<file path="config.mk">
export PLATFORM = sky130hd
export DESIGN_NAME = fetch_pc_ctrl
export DESIGN_NICKNAME = d
export VERILOG_FILES = /design/src/rtl/fetch_pkg.sv /design/src/rtl/fetch_bht.sv /design/src/rtl/fetch_pc_ctrl.sv
export SDC_FILE = /design/constraint.sdc
export NUM_CORES = 1
export LEC_CHECK = 0
export BUFFER_PORTS_ARGS = -buffer_cell sky130_fd_sc_hd__buf_2
export CAP_MARGIN = 20
export CORE_ASPECT_RATIO = 1.75
export CORE_MARGIN = 1.5
export CORE_UTILIZATION = 58
export CTS_CLUSTER_DIAMETER = 100
export CTS_CLUSTER_SIZE = 12
export DETAILED_ROUTE_END_ITERATION = 16
export PLACE_DENSITY = 0.89
export SYNTH_ARGS = -nofsm -noshare
export SYNTH_HDL_FRONTEND = slang
export SYNTH_SLANG_ARGS = --single-unit
</file>
<file path="constraint.sdc">
create_clock -name clk -period 4.4 [get_ports clk]
set_input_delay 0.88 -clock clk [delete_from_list [all_inputs] [get_ports clk]]
set_output_delay 0.88 -clock clk [all_outputs]
set_load 0.05 [all_outputs]
</file>
<file path="src/rtl/fetch_pkg.sv">
// Shared definitions for the fetch next-PC control slice: mux selects, opcodes,
// and the 2-bit branch history counter type with its saturating update.
package fetch_pkg;

  localparam logic [2:0] PC_SEL_NEXT       = 3'd0;
  localparam logic [2:0] PC_SEL_BR_RESOLVE = 3'd1;
  localparam logic [2:0] PC_SEL_JUMP_X     = 3'd2;
  localparam logic [2:0] PC_SEL_BR_PREDICT = 3'd3;
  localparam logic [2:0] PC_SEL_JAL        = 3'd4;
  localparam logic [2:0] PC_SEL_JALR       = 3'd5;

  localparam logic [6:0] OPC_BRANCH = 7'b1100011;
  localparam logic [6:0] OPC_JAL    = 7'b1101111;
  localparam logic [6:0] OPC_JALR   = 7'b1100111;

  typedef logic [1:0] bht_ctr_t;

  localparam bht_ctr_t BHT_INIT = 2'b01;

  function automatic bht_ctr_t bht_sat_update(input bht_ctr_t ctr, input logic taken);
    bht_ctr_t res;
    res = ctr;
    if (taken && ctr != 2'b11)
      res = ctr + 2'b01;
    else if (!taken && ctr != 2'b00)
      res = ctr - 2'b01;
    return res;
  endfunction

endpackage

</file>
<file path="src/rtl/fetch_bht.sv">
// Branch history table: array of 2-bit saturating counters with a combinational
// read port (no write bypass) and one synchronous update port.
module fetch_bht
  import fetch_pkg::*;
#(
  parameter int ENTRIES = 64,
  parameter int IDX_W   = $clog2(ENTRIES)
) (
  input  logic             clk,
  input  logic             rst,
  input  logic [IDX_W-1:0] rd_idx_i,
  output bht_ctr_t         rd_ctr_o,
  input  logic             upd_en_i,
  input  logic [IDX_W-1:0] upd_idx_i,
  input  logic             upd_taken_i
);

  bht_ctr_t ctr_q [ENTRIES];
  bht_ctr_t upd_ctr_d;

  assign rd_ctr_o  = ctr_q[rd_idx_i];
  assign upd_ctr_d = bht_sat_update(ctr_q[upd_idx_i], upd_taken_i);

  always_ff @(posedge clk) begin
    if (rst) begin
      for (int i = 0; i < ENTRIES; i++)
        ctr_q[i] <= BHT_INIT;
    end else if (upd_en_i) begin
      ctr_q[upd_idx_i] <= upd_ctr_d;
    end
  end

endmodule

</file>
<file path="src/rtl/fetch_pc_ctrl.sv">
// Fetch next-PC select control with BHT prediction, mispredict/JALR flush, and
// optional resolved-branch statistics enabled by FETCH_PC_CTRL_STATS_EN.
module fetch_pc_ctrl
  import fetch_pkg::*;
#(
  parameter int BHT_ENTRIES = 64,
  parameter int IDX_LSB     = 2
) (
  input  logic        clk,
  input  logic        rst,
  input  logic        stall,
  input  logic        bp_enable,
  input  logic        fd_valid,
  input  logic [6:0]  fd_opcode,
  input  logic [31:0] fd_pc,
  input  logic        x_valid,
  input  logic        x_is_branch,
  input  logic        x_is_jalr,
  input  logic        x_br_taken,
  output logic [2:0]  pc_sel,
  output logic        br_pred_taken,
  output logic        flush_fd,
  output logic        mispredict,
  output logic [31:0] stat_branches,
  output logic [31:0] stat_mispredicts
);

  localparam int IDX_W = $clog2(BHT_ENTRIES);

  logic [IDX_W-1:0] idx;
  logic [IDX_W-1:0] idx_x_q;
  logic             pred_x_q;
  logic             x_tracked_q;
  bht_ctr_t         rd_ctr;
  logic             fd_is_br;
  logic             fd_is_jal;
  logic             pred_raw;
  logic             misp_raw;
  logic             bht_upd;
  logic             unused_pc;

  assign idx       = fd_pc[IDX_LSB +: IDX_W];
  assign unused_pc = ^fd_pc;
  assign fd_is_br  = fd_valid && (fd_opcode == OPC_BRANCH);
  assign fd_is_jal = fd_valid && (fd_opcode == OPC_JAL);
  assign pred_raw  = bp_enable && fd_is_br && rd_ctr[1];
  assign bht_upd   = x_valid && x_is_branch && !stall;

  // pred_x is only ever set for a tracked branch, so the AND is a no-op guard.
  always_comb begin
    if (bp_enable)
      misp_raw = x_valid && x_is_branch && (x_br_taken != (pred_x_q && x_tracked_q));
    else
      misp_raw = x_valid && x_is_branch && x_br_taken;
  end

  always_comb begin
    pc_sel        = PC_SEL_NEXT;
    flush_fd      = 1'b0;
    br_pred_taken = 1'b0;
    mispredict    = 1'b0;
    if (!rst) begin
      br_pred_taken = pred_raw;
      mispredict    = misp_raw;
      if (!stall) begin
        if (x_valid && x_is_jalr) begin
          pc_sel   = PC_SEL_JUMP_X;
          flush_fd = 1'b1;
        end else if (misp_raw) begin
          pc_sel   = PC_SEL_BR_RESOLVE;
          flush_fd = 1'b1;
        end else if (fd_is_br) begin
          pc_sel = PC_SEL_BR_PREDICT;
        end else if (fd_is_jal) begin
          pc_sel = PC_SEL_JAL;
        end
      end
    end
  end

  fetch_bht #(
    .ENTRIES (BHT_ENTRIES),
    .IDX_W   (IDX_W)
  ) u_bht (
    .clk         (clk),
    .rst         (rst),
    .rd_idx_i    (idx),
    .rd_ctr_o    (rd_ctr),
    .upd_en_i    (bht_upd),
    .upd_idx_i   (idx_x_q),
    .upd_taken_i (x_br_taken)
  );

  // F/D -> X stage boundary
  always_ff @(posedge clk) begin
    if (rst) begin
      pred_x_q    <= 1'b0;
      idx_x_q     <= '0;
      x_tracked_q <= 1'b0;
    end else if (!stall) begin
      if (flush_fd) begin
        pred_x_q    <= 1'b0;
        x_tracked_q <= 1'b0;
      end else begin
        pred_x_q    <= pred_raw;
        idx_x_q     <= idx;
        x_tracked_q <= fd_is_br;
      end
    end
  end

`ifdef FETCH_PC_CTRL_STATS_EN
  logic [31:0] stat_br_q;
  logic [31:0] stat_mp_q;

  always_ff @(posedge clk) begin
    if (rst) begin
      stat_br_q <= '0;
      stat_mp_q <= '0;
    end else begin
      if (bht_upd)
        stat_br_q <= stat_br_q + 32'd1;
      if (misp_raw && !stall)
        stat_mp_q <= stat_mp_q + 32'd1;
    end
  end

  assign stat_branches    = stat_br_q;
  assign stat_mispredicts = stat_mp_q;
`else
  assign stat_branches    = '0;
  assign stat_mispredicts = '0;
`endif

endmodule

</file>
==> summary.md <==
| Metric | Value |
|---|---|
| Outcome | `complete, no violations` |
| CTS Root Cell | `clkbuf_16` |
| Initial antenna violation count | `0` |
| Largest net degree at the start of global routing | `75` |
| Slew HR | `31.5%` |
| Cells on Worst Hold Path | `2` |
| Nature of the critical path endpoint | `flip-flop` |
| Critical path type | `reg -> reg` |
| Most common cell in the synthesized netlist | `edfxtp_1` |
| CP cell instances | `mux4_1 -> nor2b_1 -> a2111oi_0 -> a21oi_1 -> and3_1 -> mux2i_1 -> ha_1 -> nor3b_1 -> nor3_1 -> a21o_1 -> a21oi_4 -> buf_12 -> nor3_1` |
| Async SR Flop Fraction | `0%` |
| Overflow after GRT | `0` |
| Final setup vio count | `0` |
| First-pass GRT wire length | `34,200 µm` |
| Dpl cells | `931` |
| Area leader, netlist | `edfxtp_1` |
| Share of cells above drive strength 1 | `18.7%` |
| Non-Filler Instances | `965` |
| CTS sink count | `142` |
| Main synth FF type | `edfxtp_1` |
| Crit path time final | `4.16 ns` |
| RSZ-0062 raised after global routing | `no` |
| Routability cong. | `0.964` |
| Die Y | `162 µm` |
| Tightest Pin Transition | `1.03 ns` |
| VDD IR max | `0.256 mV` |
| EDFF count, synth | `128` |
| Core Area | `14,000 µm²` |
| Diode count | `0` |
| Crit path DAT | `4.30 ns` |
| Crit start category | `flip-flop` |
| Area Overhead vs Synth | `7.89%` |
| Cells after Synth | `767` |
| WL/cell | `23.2 µm` |
| Ys Warns | `0` |
| Filler Cells Inserted | `968` |
| Synth cell types | `52` |
| H-tree depth | `4` |
| Routed vias/inst | `6.57` |
| #FFs+latches synth | `142` |
| Tcrit/Tclk final | `94.4%` |
| R2R depth | `13` |
| Final core utilization | `64.6%` |
| Row count | `57` |
| DRC | `0` |
| Mapped cell area | `8370 µm²` |
| DRT iter0 DRCs | `869` |
| Reg clk slew, reported paths | `0.06 ns` |
| Sequential area share after synthesis | `49.2%` |
| Share of the synthesized area in the top cell type | `45.9%` |
| Clk_lat worst skew | `0.43 ns` |
| Post-CTS sizing | `0` |
| Vias | `6,336` |
| Top post-synthesis cells by area | `edfxtp_1, mux2i_1, buf_4` |
| DIE WIDTH | `93.8 µm` |
| Min-delay worst type | `reg -> reg` |
| CTS Hold Bufs | `0` |
| Setup TNS | `0 ns` |
| CTS tree | `yes` |
| Max Clk Rate | `241 MHz` |
| Crit path max fanout | `64` |
| Hpwl dp | `14,500 µm` |
| Crit-path most repeated cell | `nor3_1` |
| CTS max path bufs | `2` |
| Nets | `825` |
| PwrDens | `409 nW/µm²` |
| Critical-path top delay cell | `mux4_1` |
| Routed wire length | `22,400 µm` |
| Postcts setup bufs | `0` |
| Slowest stage delay, CP | `0.61 ns` |
| Die area | `15,200 µm²` |
| First-pass iteration count of the detailed router | `9` |
| Initial Utilization | `59.9%` |
| Mean post-synth cell area | `10.9 µm²` |
| Post-route ant nets | `0` |
| IO buf count | `27` |
| Total global-route track usage | `31.0%` |
| Number of max-cap violations | `0` |
| # IOs | `118` |
| Final Hold Viols | `0` |
| Top post-synthesis cells by count | `edfxtp_1, nand2_1, nor2_1` |
| Clock Skew | `0.00965 ns` |
| Hold slack | `0.501 ns` |
| Leak pwr | `0.00298 µW` |
| Final slew viol count | `0` |
| Vias in the first global route | `6,271` |
| Total CTS buffers | `17` |
| Req. time, crit path | `4.55 ns` |
critical path: cells and delay by family, from the launching register on:
kind                     cells  cell delay [ns]
AO/OA/AOI/OAI                4             0.96
adder cells (fa/ha/maj)      1             0.29
buffers and inverters        1             0.28
flip-flops                   1             0.46
multiplexers                 2             0.82
AND/OR/NAND/NOR              5             0.98
cell type report:
type	count	area, µm²	share of cell area [%]
Multi-Input combinational cell	564	3700	40.9
Timing Repair Buffer	47	335	3.71
Inverter	3	11.3	0.125
Clock buffer	18	429	4.75
Tap cell	177	221	2.45
Sequential cell	142	4130	45.7
Clock inverter	14	214	2.37
registers in the layout, summed over array words and instances, names as in the netlist, named ones only:
register / count
u_bht.ctr_q: 128
idx_x_q: 6
pred_x_q: 1
x_tracked_q: 1
report_power, final:
| group | switching [µW] | internal [µW] |
|---|---|---|
| Combinational | 423 | 156 |
| Sequential | 38.8 | 1490 |
| Clock | 574 | 1010 |
| Total | 1040 | 2660 |
placed cells by master (no fill, tap or decap), drive strengths merged, types with 7 or more instances in the layout:
cell,count
o21ai,9
a21oi,11
clkbuf,20
or2,36
nor2,74
mux4,29
conb,64
nor3,39
dfxtp,14
mux2i,51
nand2,87
nand3,51
nand2b,33
edfxtp,128
a22oi,14
nor2b,7
buf,45
nor3b,7
path summary, 6_finish.rpt:
check | startpoint | end | slack, ns
setup / recovery | flip-flop | u_bht.ctr_q[45][1] | 0.24
hold / removal | x_tracked_q | x_tracked_q | 0.50
setup reg to reg | flip-flop | u_bht.ctr_q[45][1] | 0.24
hold reg to reg | x_tracked_q | x_tracked_q | 0.50
per-layer routing:
layer / part of all wire, % / track usage [%] / wire [µm] / vias up
met5: 0 / 0 / 0 / -
met4: 8.2 / 22.4 / 1830 / 0
met1: 31 / 31.6 / 6870 / 2988
li1: - / - / - / 2661
met3: 10 / 9.46 / 2300 / 150
met2: 51 / 52.6 / 11400 / 537
per-stage QoR:
stage	setup WS [ns]	area, µm²	total power, µW
after floorplan	0.0153	8610	2030
after global placement	0.420	8380	2110
after detailed placement	0.348	8380	2120
after CTS	0.282	9020	3670
after global routing	0.123	9030	3770
final	0.244	9030	3690
kinds of logic after synthesis:
group	count (synthesis)	share of synthesized area [%]
DFF	142	49.2
and+or+nand+nor	357	21.1
other	1	0.0448
AOI/OAI and AO/OA	56	4.78
adders and majority gates	2	0.299
muxes	83	14.7
buffers and inverters	124	9.41
xor gates and xnor gates	2	0.433
Power figures use the tool's default switching activity.
